==> src/rtl/prop_sweep_seq.sv <==
// Propagation-delay sweep sequencer: walks a slope x capacitance grid, times the cell response in clock cycles
// and keeps {rise, fall} per point in a readable table. Define CHAR_FALL_MEAS_EN to measure the fall delay too.
module prop_sweep_seq #(
    parameter int NB_SLOPES = 7,
    parameter int NB_CAPA   = 7,
    parameter int TICK      = 7,
    parameter int CNT_W     = 16,
    parameter int TIMEOUT   = 1000,
    parameter int INVERTING = 1,
    localparam int SLOPE_W  = (NB_SLOPES > 1) ? $clog2(NB_SLOPES) : 1,
    localparam int CAPA_W   = (NB_CAPA > 1) ? $clog2(NB_CAPA) : 1,
    localparam int ADDR_W   = (NB_SLOPES * NB_CAPA > 1) ? $clog2(NB_SLOPES * NB_CAPA) : 1
) (
    input  logic                 clk,
    input  logic                 rst,
    input  logic                 start,
    output logic                 busy,
    output logic                 done,
    output logic                 err,
    output logic [SLOPE_W-1:0]   slope_idx,
    output logic [CAPA_W-1:0]    capa_idx,
    output logic                 cfg_strobe,
    output logic                 din,
    input  logic                 dout,
    input  logic [ADDR_W-1:0]    rd_addr,
    output logic [2*CNT_W-1:0]   rd_data
);

    localparam int NB_PTS = NB_SLOPES * NB_CAPA;
    localparam int TICK_W = (TICK > 1) ? $clog2(TICK) : 1;

    localparam logic [TICK_W-1:0]  TICK_LAST   = TICK_W'(TICK - 1);
    localparam logic [TICK_W-1:0]  TICK_ONE    = TICK_W'(1);
    localparam logic [SLOPE_W-1:0] SLOPE_LAST  = SLOPE_W'(NB_SLOPES - 1);
    localparam logic [SLOPE_W-1:0] SLOPE_ONE   = SLOPE_W'(1);
    localparam logic [CAPA_W-1:0]  CAPA_LAST   = CAPA_W'(NB_CAPA - 1);
    localparam logic [CAPA_W-1:0]  CAPA_ONE    = CAPA_W'(1);
    localparam logic [CNT_W-1:0]   CNT_ONE     = CNT_W'(1);
    localparam logic [CNT_W-1:0]   CNT_TIMEOUT = CNT_W'(TIMEOUT);
    localparam logic [CNT_W-1:0]   CNT_SAT     = {CNT_W{1'b1}};

    // Settled response level after a rising / falling stimulus edge
    localparam logic EXP_RISE = (INVERTING != 0) ? 1'b0 : 1'b1;
    localparam logic EXP_FALL = ~EXP_RISE;

    localparam logic [2:0] S_IDLE   = 3'd0;
    localparam logic [2:0] S_SLOPE  = 3'd1;
    localparam logic [2:0] S_CAPA   = 3'd2;
    localparam logic [2:0] S_MEAS_R = 3'd3;
    localparam logic [2:0] S_HOLD   = 3'd4;
    localparam logic [2:0] S_MEAS_F = 3'd5;
    localparam logic [2:0] S_GAP    = 3'd6;
    localparam logic [2:0] S_DONE   = 3'd7;

    logic [2:0]        state;
    logic [TICK_W-1:0] tick_cnt;
    logic [CNT_W-1:0]  meas_cnt;

    logic              tick_end;
    logic              rise_hit;
    logic              meas_expired;
    logic              rise_we;
    logic              fall_we;
    logic              rise_timeout;
    logic              fall_timeout;
    logic [CNT_W-1:0]  rise_val;
    logic [CNT_W-1:0]  fall_val;
    logic [ADDR_W-1:0] wr_addr;

    logic [CNT_W-1:0]  rise_mem [0:NB_PTS-1];
    logic [CNT_W-1:0]  fall_mem [0:NB_PTS-1];

    assign wr_addr = ADDR_W'(int'(slope_idx) * NB_CAPA + int'(capa_idx));

`ifdef CHAR_FALL_MEAS_EN
    logic fall_hit;
    assign fall_hit = (dout == EXP_FALL);
`endif

    // A match on the same edge the count reaches TIMEOUT still counts as a valid delay
    always_comb begin
        tick_end     = (tick_cnt == TICK_LAST);
        rise_hit     = (dout == EXP_RISE);
        meas_expired = (meas_cnt == CNT_TIMEOUT);
        rise_we      = 1'b0;
        fall_we      = 1'b0;
        rise_timeout = 1'b0;
        fall_timeout = 1'b0;
        rise_val     = meas_cnt;
        fall_val     = '0;
        if (!rst) begin
            if (state == S_MEAS_R && (rise_hit || meas_expired)) begin
                rise_we      = 1'b1;
                rise_timeout = !rise_hit;
                rise_val     = rise_hit ? meas_cnt : CNT_SAT;
            end
`ifdef CHAR_FALL_MEAS_EN
            if (state == S_MEAS_F && (fall_hit || meas_expired)) begin
                fall_we      = 1'b1;
                fall_timeout = !fall_hit;
                fall_val     = fall_hit ? meas_cnt : CNT_SAT;
            end
`else
            if (state == S_MEAS_F) begin
                fall_we = 1'b1;
            end
`endif
        end
    end

    always_ff @(posedge clk) begin
        if (rst) begin
            state      <= S_IDLE;
            tick_cnt   <= '0;
            meas_cnt   <= '0;
            busy       <= 1'b0;
            done       <= 1'b0;
            err        <= 1'b0;
            cfg_strobe <= 1'b0;
            din        <= 1'b0;
            slope_idx  <= '0;
            capa_idx   <= '0;
        end else begin
            cfg_strobe <= 1'b0;
            done       <= 1'b0;
            case (state)
                S_IDLE: begin
                    if (start) begin
                        state      <= S_SLOPE;
                        tick_cnt   <= '0;
                        slope_idx  <= '0;
                        capa_idx   <= '0;
                        cfg_strobe <= 1'b1;
                        err        <= 1'b0;
                        busy       <= 1'b1;
                        din        <= 1'b0;
                    end
                end
                S_SLOPE: begin
                    if (tick_end) begin
                        state    <= S_CAPA;
                        tick_cnt <= '0;
                    end else begin
                        tick_cnt <= tick_cnt + TICK_ONE;
                    end
                end
                S_CAPA: begin
                    if (tick_end) begin
                        state    <= S_MEAS_R;
                        tick_cnt <= '0;
                        meas_cnt <= CNT_ONE;
                        din      <= 1'b1;
                    end else begin
                        tick_cnt <= tick_cnt + TICK_ONE;
                    end
                end
                S_MEAS_R: begin
                    if (rise_we) begin
                        state <= S_HOLD;
                        if (rise_timeout) begin
                            err <= 1'b1;
                        end
                    end else begin
                        meas_cnt <= meas_cnt + CNT_ONE;
                    end
                end
                S_HOLD: begin
                    if (tick_end) begin
                        state    <= S_MEAS_F;
                        tick_cnt <= '0;
                        meas_cnt <= CNT_ONE;
                        din      <= 1'b0;
                    end else begin
                        tick_cnt <= tick_cnt + TICK_ONE;
                    end
                end
                S_MEAS_F: begin
                    if (fall_we) begin
                        state <= S_GAP;
                        if (fall_timeout) begin
                            err <= 1'b1;
                        end
                    end else begin
                        meas_cnt <= meas_cnt + CNT_ONE;
                    end
                end
                S_GAP: begin
                    if (tick_end) begin
                        tick_cnt <= '0;
                        if (capa_idx != CAPA_LAST) begin
                            capa_idx   <= capa_idx + CAPA_ONE;
                            cfg_strobe <= 1'b1;
                            state      <= S_CAPA;
                        end else if (slope_idx != SLOPE_LAST) begin
                            slope_idx  <= slope_idx + SLOPE_ONE;
                            capa_idx   <= '0;
                            cfg_strobe <= 1'b1;
                            state      <= S_SLOPE;
                        end else begin
                            busy  <= 1'b0;
                            done  <= 1'b1;
                            state <= S_DONE;
                        end
                    end else begin
                        tick_cnt <= tick_cnt + TICK_ONE;
                    end
                end
                S_DONE: begin
                    state <= S_IDLE;
                end
                default: begin
                    state <= S_IDLE;
                end
            endcase
        end
    end

    // Result table has no reset: entries keep their last measurement across sweeps
    always_ff @(posedge clk) begin
        if (rise_we) begin
            rise_mem[wr_addr] <= rise_val;
        end
        if (fall_we) begin
            fall_mem[wr_addr] <= fall_val;
        end
    end

    always_ff @(posedge clk) begin
        if (rst) begin
            rd_data <= '0;
        end else if (int'(rd_addr) < NB_PTS) begin
            rd_data <= {rise_mem[rd_addr], fall_mem[rd_addr]};
        end else begin
            rd_data <= '0;
        end
    end

endmodule

==> config.mk <==
export PLATFORM = sky130hd
export DESIGN_NAME = prop_sweep_seq
export DESIGN_NICKNAME = d
export VERILOG_FILES = /design/src/rtl/prop_sweep_seq.sv
export SDC_FILE = /design/constraint.sdc
export NUM_CORES = 1
export LEC_CHECK = 0
export CAP_MARGIN = 15
export CORE_AREA = 8 8 269 271
export DETAILED_ROUTE_END_ITERATION = 7
export DIE_AREA = 0 0 277 279
export HOLD_SLACK_MARGIN = 0.08
export PLACE_DENSITY = 0.73
export SLEW_MARGIN = 20
export SYNTH_ARGS = -nofsm -noshare
export SYNTH_HDL_FRONTEND = slang
export SYNTH_SLANG_ARGS = --single-unit
==> constraint.sdc <==
create_clock -name clk -period 3.9 [get_ports clk]
set_input_delay 0.78 -clock clk [delete_from_list [all_inputs] [get_ports clk]]
set_output_delay 0.78 -clock clk [all_outputs]
set_load 0.05 [all_outputs]
Word-level counts from Yosys, hierarchy flattened
Memory sizes are Yosys's and may differ from the RTL's. A register that Yosys moved wholly into a read port is not among the register bits. Index checks and enable logic that the tools add are counted.

Flip-flop bits (word level): 65. RAM bits: 784. Word-level logic and storage cells: 123. Memories: 1.

Memory list: rise_mem (depth 49, bits a word 16, rd ports 1, clocked after Yosys merged registers in 1, write ports 1, line 70) `logic [CNT_W-1:0] rise_mem [0:NB_PTS-1];`.

Add/sub/neg operators: 5. $mul: 1. Order comparisons: 1. Equal/unequal tests: 26. Mux-type cells: 54. Bitwise gates (word level): 4. Reductions and logical operators: 20.

Operators with widths (count): two-way mux 16 bit (6); two-way mux 3 bit (17); case mux 16 bit (3 select lines) (1); != test 2 bit (second input constant) (13); case mux 3 bit (8 select lines) (1); two-way mux 1 bit (22); case mux 3 bit (2 select lines) (3); adder 16 x 1 -> 16 bit (second input constant) (1); equality test 16 x 10 -> 1 bit (second input constant) (1); AND reduction 4 bit (4); equality test 3 bit (second input constant) (5); AND reduction 5 bit (2); adder 3 x 1 -> 3 bit (second input constant) (3); != test 3 bit (second input constant) (3); OR reduction 4 bit (2); AND reduction 7 bit (1); adder 6 x 3 -> 6 bit (1); equality test 3 x 2 -> 1 bit (second input constant) (2); < comparator 6 bit (second input constant) (1); multiplier 3 x 3 -> 6 bit (second input constant) (1); case mux 1 bit (2 select lines) (3); nonzero test 2 bit (3); nonzero test 3 bit (2); NOT 1 bit (4); other kinds (8) (9).

Longest topological paths before layout
Gate-level depths: netlist (run 1).

Depth in word-level cells: 8. Depth in mapped cells: 12. Gate-level depth less buffers: 12.

Least setup slack after synthesis (run 1)
No wires, ideal clock.

Path type: register to register. From: reg slope_idx[0]. To: mem rise_mem[29][0] (enable). Data arrival time: 3.833 ns. Data required time: 3.512 ns. Slack: -0.321 ns. Cell stages (with the launch flop): 12. Clock period less this slack: 4.221 ns. Cells stage by stage: dfxtp_1 -> inv_1 -> ha_1 -> inv_1 -> ha_1 -> ha_1 -> fa_1 -> a21o_1 -> a21oi_1 -> xor2_1 -> nand3_1 -> nor2_1.

Cells in the longest elaborated chain, start to end: 2.

Ends and longest elaborated chain: start: declaration (line 20) `output logic [SLOPE_W-1:0] slope_idx,`; start signal: assignment (line 195) `slope_idx <= slope_idx + SLOPE_ONE;`; multiplier 3 x 3 -> 6 bit (line 73) `assign wr_addr = ADDR_W'(int'(slope_idx) * NB_CAPA + int'(capa_idx));`; adder 6 x 3 -> 6 bit (line 73); end: declaration (line 70).

No other way between the ends.

Worst setup path after layout (run 1)
From: reg slope_idx[0]. To: mem rise_mem[9][2] (enable).

The elaborated chain is that of the path after synthesis.

==> results.json, run 1 <==
{
  "syn-instance-count": 1603,
  "port-buffer-count": 36,
  "async_reset_ff_share_pct": 0,
  "regArea_mm2": 0.02453,
  "num_vias": 16590,
  "clk_latency_ns": 0.63,
  "synth-xor-area-share_pct": 0.5702,
  "drc": 0,
  "avgSynthCellArea_um2": 20.12,
  "cp.required_ns": 4.19,
  "ir_drop_uv": 387.2,
  "startpoint": "slope_idx[0]$_SDFFE_PP0P_",
  "cts_sinks": 833,
  "slowest_stage": "fa_1",
  "viasPerCell": 6.116,
  "io_pins": 53,
  "maxCapViolCount": 0,
  "core-area_mm2": 0.06799,
  "yosysMostFrequentCell": "edfxtp_1",
  "grt_pass1_wl_um": 112300,
  "die_area_mm2": 0.07728,
  "antenna_found_initial": 3,
  "rsz0062_at_grt": "yes",
  "first_pass_iters": 6,
  "total_power_mw": 18.45,
  "seq_area_frac_synth_pct": 76.02,
  "drive_gt1_share_pct": 27.34,
  "ys_ff_latch": 833,
  "crit_cells": 12,
  "final-max-slew-violation-count": 0,
  "cts-root-buf": "clkbuf_16",
  "multi_input_area_mm2": 0.007425,
  "crit_type": "reg2reg",
  "initial_core_util_pct": 47.45,
  "r2r-start": "slope_idx[0]$_SDFFE_PP0P_",
  "holdBufCountCts": 0,
  "grtUsageTotal_pct": 19.51,
  "dpl.hpwl_um": 44970,
  "cp-end-kind": "flop",
  "layout.nets": 1793,
  "synth_cell_types": 59,
  "avgRoutedWirePerCell_um": 28.12,
  "clk_path_buf_depth": 3,
  "min_path_type": "reg2reg",
  "status": "finished, final reports clean",
  "yosys.area_share.simple_pct": 4.255,
  "fmax_ghz": 0.2657,
  "grt_pass1_vias": 16770,
  "htreeDepth": 3,
  "synth_top_family_by_area": "multiplexers",
  "clkSlewWorstSetupHoldPaths_ns": 0.06,
  "worst-r2r-cell-count": 12,
  "period_share_pct": 96.51,
  "cp-start-kind": "flop",
  "tightest_slew_ns": 0.9466,
  "first_iter_violations": 2073,
  "post-route-min-period_ns": 3.764,
  "synth-compound-area-share_pct": 3.091,
  "path_delay_family": "adder cells",
  "relSlewSlack_pct": 36.90,
  "yosysTopAreaCell": "edfxtp_1",
  "die_w_um": 277,
  "utilization_pct": 55.34,
  "crit_chain": "fa_1 -> inv_1 -> fa_1 -> inv_1 -> fa_1 -> a21o_1 -> a21oi_2 -> xnor2_1 -> nor2_2 -> nand2_2 -> nor2_1 -> buf_4",
  "synthTopCellsByArea": "edfxtp_1, mux4_2, dfxtp_1",
  "cp_max_fo": 16,
  "grt_max_degree": 59,
  "ys_dominant_reg_cell": "edfxtp_1",
  "synth_top_area_share_pct": 72.98,
  "wl_um": 76300,
  "setup_violations": 0,
  "finClkSkew_ns": 0.02690,
  "overflow": 0,
  "hold_violations": 0,
  "die-height_um": 279,
  "place_congestion": 0.8965,
  "syn2layout_area_growth_pct": 16.63,
  "ant_nets": 0,
  "pre_cts_slack_ns": -0.04146,
  "synthTopCellsByCount": "edfxtp_1, mux4_2, nor2_1",
  "yosys_warnings": 0,
  "setup_slack_ns": 0.1362,
  "critPathMaxStageDelay_ns": 0.53,
  "synth_area_mm2": 0.03226,
  "yosys-mux-area-fraction_pct": 13.57,
  "rows": 96,
  "power-per-cell-area_mw_per_mm2": 490.4,
  "timing.rr.end": "rise_mem[9][2]$_DFFE_PP_",
  "crit_buf_inv": 3,
  "rrSetupSlack_ns": 0.14,
  "synth-edff-count": 784,
  "final.fill_count": 4940,
  "cts_tree": "yes",
  "numCtsBuffers": 82,
  "synth_fa_ha_area_share_pct": 0.7525,
  "arrival_ns": 4.06,
  "p_leak_nw": 11.09,
  "cpMostUsedCell": "fa_1",
  "crit_end": "rise_mem[9][2]$_DFFE_PP_"
}
[flip-flops by register name, summed over array words and instances (netlist names)]
register / cells
busy: 1
capa_idx: 3
cfg_strobe: 1
din: 1
done: 1
err: 1
meas_cnt: 16
rd_data: 16
rise_mem: 784
slope_idx: 3
state: 3
tick_cnt: 3
[power by group]
part           internal, mW  total, mW  switching [mW]
sequential             9.66       9.71          0.0493
combinational         0.302      0.760           0.459
clock                  4.72       7.98            3.27
total                  14.7       18.5            3.77
[layer usage]
metal / wire length, um / GRT usage (%) / vias up
met4: 2381 / 6.343 / 2
met3: 6865 / 4.299 / 165
li1: - / - / 6914
met5: 12 / 0 / -
met2: 38230 / 32.77 / 912
met1: 28810 / 25.34 / 8601
[cell families (layout without fill, tap and decap cells)]
kind of cell | count (synthesis) | in the layout
buffers and inverters | 112 | 323
multiplexers | 196 | 196
XOR/XNOR | 21 | 21
other | 1 | 18
flip-flops | 833 | 833
adder cells (fa/ha/maj) | 17 | 17
AO/OA/AOI/OAI | 157 | 157
AND/OR/NAND/NOR | 266 | 266
[layout make-up]
| cell class | count | area share, % |
|---|---|---|
| antenna | 2 | 0.01330 |
| clock buffer | 108 | 5.966 |
| clock inverter | 39 | 1.237 |
| inverter | 15 | 0.1497 |
| multi-input combinational | 673 | 19.73 |
| sequential | 833 | 65.21 |
| tap | 882 | 2.933 |
| timing repair buffer | 161 | 4.759 |
[per-stage QoR]
stage               setup TNS (ns)  std cells  area, um^2  hold WS (ns)
floorplan                   -78.84       1618       32440        0.4660
global placement           -0.2542       2558       34780        0.4476
detailed placement          -4.233       2558       34780        0.4595
CTS                              0       2707       37530        0.4750
global route               -0.7405       2711       37620        0.5136
finish                           0       2713       37620        0.4697
[worst min-delay path by stage]
stage	cells past startpoint	startpoint	to	slack, ns
after floorplan	2	meas_cnt[15]$_SDFFE_PP0P_	meas_cnt[15]$_SDFFE_PP0P_	0.47
after global placement	2	err$_SDFFE_PP0P_	err$_SDFFE_PP0P_	0.45
after detailed placement	2	err$_SDFFE_PP0P_	err$_SDFFE_PP0P_	0.46
after CTS	2	err$_SDFFE_PP0P_	err$_SDFFE_PP0P_	0.47
after global routing	2	err$_SDFFE_PP0P_	err$_SDFFE_PP0P_	0.51
final	2	err$_SDFFE_PP0P_	err$_SDFFE_PP0P_	0.47
[worst min-delay path: cells and delay by family, from the launching register on]
family / cells / cell delay [ns]
DFF: 1 / 0.31
and+or+nand+nor: 1 / 0.05
AOI/OAI and AO/OA: 1 / 0.06
[timing repair]
item,in CTS,in global routing
endpoints found under the setup margin,242,439
endpoints found under the hold margin,0,0
pin swaps,1,1
buffers inserted,2,4
gates resized for setup,2,15
cloned,0,0
[cell usage in the layout, fill, tap and decap left out, types with 19 or more instances in the layout]
master,instances
a21o_1,19
a21oi_1,19
buf_12,37
buf_4,82
clkbuf_1,21
clkbuf_16,86
clkdlybuf4s50_1,33
dfxtp_1,42
edfxtp_1,784
mux4_2,193
nand2_1,27
nor2_1,66
nor2_2,24
nor2b_1,20
nor4_1,22
o21ai_0,23
o22ai_1,65
Note: power is estimated with default switching activity, not from simulation.
==> inputs of run 2 (changes only) <==
--- a/config.mk
+++ b/config.mk
@@ -6,12 +6,15 @@
 export NUM_CORES = 1
 export LEC_CHECK = 0
 export CAP_MARGIN = 15
-export CORE_AREA = 8 8 269 271
+export CELL_PAD_IN_SITES_DETAIL_PLACEMENT = 1
+export CELL_PAD_IN_SITES_GLOBAL_PLACEMENT = 1
+export CORE_AREA = 8 8 293 295
 export DETAILED_ROUTE_END_ITERATION = 7
-export DIE_AREA = 0 0 277 279
+export DIE_AREA = 0 0 301 303
 export HOLD_SLACK_MARGIN = 0.08
-export PLACE_DENSITY = 0.73
+export PLACE_DENSITY = 0.7
 export SLEW_MARGIN = 20
 export SYNTH_ARGS = -nofsm -noshare
 export SYNTH_HDL_FRONTEND = slang
 export SYNTH_SLANG_ARGS = --single-unit
+export TNS_END_PERCENT = 20
==> results.json, run 2 (synthesis gave the netlist of run 1 again) <==
{
  "status": "finished, final reports clean",
  "antenna_found_initial": 5,
  "period_share_pct": 95.72,
  "p_leak_nw": 11.18,
  "setup_violations": 0,
  "relSlewSlack_pct": 39.49,
  "final.fill_count": 7498,
  "overflow": 0,
  "ir_drop_uv": 333.5,
  "first_iter_violations": 1809,
  "drc": 0,
  "cp_max_fo": 16,
  "grtUsageTotal_pct": 18.23,
  "port-buffer-count": 36,
  "post-route-min-period_ns": 3.733,
  "cts_tree": "yes",
  "multi_input_area_mm2": 0.007352,
  "clk_latency_ns": 0.65,
  "clk_path_buf_depth": 3,
  "ant_nets": 0,
  "viasPerCell": 5.666,
  "core-area_mm2": 0.08119,
  "final-max-slew-violation-count": 0,
  "finClkSkew_ns": 0.02921,
  "largest_reg_flops": 784,
  "startpoint": "slope_idx[0]$_SDFFE_PP0P_",
  "insertedDiodeCount": 0,
  "crit_type": "reg2reg",
  "maxCapViolCount": 0,
  "min_path_type": "reg2reg",
  "drive_gt1_share_pct": 27.00,
  "hp-start": "err$_SDFFE_PP0P_",
  "first_pass_iters": 7,
  "largest_register": "rise_mem",
  "io_pins": 53,
  "postCtsSetupBuffers": 0,
  "final_cell_mix": "edfxtp_1, mux4_2, buf_4",
  "worst-r2r-cell-count": 13,
  "power-per-cell-area_mw_per_mm2": 493.6,
  "cp-start-kind": "flop",
  "tightest_slew_ns": 0.9043,
  "arrival_ns": 4.05,
  "cp.required_ns": 4.22,
  "instances_no_fill": 2907,
  "die_area_mm2": 0.09120,
  "num_vias": 16470,
  "fmax_ghz": 0.2679,
  "r2r-start": "slope_idx[0]$_SDFFE_PP0P_",
  "wl_um": 83400,
  "die_w_um": 301,
  "total_power_mw": 18.71,
  "numCtsBuffers": 85,
  "syn2layout_area_growth_pct": 17.54,
  "dpl.hpwl_um": 51340,
  "reg.largest.list": "rise_mem x784, meas_cnt x16, rd_data x16",
  "rsz0062_at_grt": "yes",
  "hold_violations": 0,
  "whs_path_depth": 2,
  "avgRoutedWirePerCell_um": 28.69,
  "place_congestion": 0.8277,
  "layout_commonest_cell": "edfxtp_1",
  "layout.nets": 1799,
  "placedCellCount": 2755,
  "clkSlewWorstSetupHoldPaths_ns": 0.06,
  "grt_pass1_vias": 17770,
  "cts_sinks": 833,
  "utilization_pct": 46.70,
  "rrSetupSlack_ns": 0.17,
  "cp-end-kind": "flop",
  "initial_core_util_pct": 39.73,
  "grt_max_degree": 66,
  "grt_pass1_wl_um": 122700,
  "cts-root-buf": "clkbuf_16",
  "regArea_mm2": 0.02453,
  "htreeDepth": 3,
  "rows": 105,
  "die-height_um": 303
}
## run 2: cell count changes in the layout (fill, tap and decap cells not counted), sizes merged, moves of 2 or more
cell    change
diode       -2
buf         +3
clkbuf      -5
clkinv      +8
inv         +2
## run 2: where the power goes
part	total [mW]	internal, mW	leakage (nW)	switching [mW]
logic	0.772	0.304	3.03	0.468
clock network	8.23	4.84	1.38	3.40
registers	9.71	9.66	6.77	0.0467
## run 2: path summary, 6_finish.rpt
kind	end
hold / removal	err$_SDFFE_PP0P_
hold reg to reg	err$_SDFFE_PP0P_
setup / recovery	rise_mem[11][5]$_DFFE_PP_
setup reg to reg	rise_mem[11][5]$_DFFE_PP_
## run 2: layer usage
layer | global-route usage, % | vias to the layer above | part of all wire, %
li1 | - | 6928 | -
met1 | 22.67 | 8820 | 39
met2 | 31.91 | 569 | 51
met3 | 3.766 | 151 | 6.3
met4 | 5.703 | 2 | 3.2
met5 | 0 | - | 0.016
## run 2: repair_timing
item | CTS | global route
hold buffers | 0 | 0
gates resized for setup | 0 | 3
setup endpoints to repair | 0 | 740
## run 2: metrics by stage
| stage | hold WS, ns | setup slack [ns] | TNS [ns] | cell area [um^2] |
|---|---|---|---|---|
| 4_1_cts | 0.4814 | 0.003322 | 0 | 37900 |
| 6_report | 0.4786 | 0.1670 | 0 | 37920 |
| 3_3_place_gp | 0.4531 | 0.2000 | 0 | 35080 |
| 3_5_place_dp | 0.4609 | 0.09863 | 0 | 35080 |
| 2_1_floorplan | 0.4660 | -0.1600 | -76.07 | 32410 |
| 5_1_grt | 0.5057 | -0.001863 | -0.005984 | 37920 |
## run 2: cell type report
type | instances | area share (%)
Tap cell | 1070 | 3.531
Inverter | 15 | 0.1485
Multi-Input combinational cell | 673 | 19.39
Timing Repair Buffer | 164 | 4.775
Clock inverter | 49 | 1.551
Clock buffer | 103 | 5.900
Sequential cell | 833 | 64.70
## run 2: critical path, cell delays in order, from the launching register on
cell and delay [ns]:
dfxtp_2 0.35, fa_1 0.53, inv_1 0.05, fa_1 0.48, inv_1 0.07, fa_1 0.41
a21o_1 0.19, a21oi_2 0.21, xnor2_1 0.12, nor2_1 0.13, buf_4 0.14, nand2_1 0.24
nor2_1 0.26, buf_6 0.24
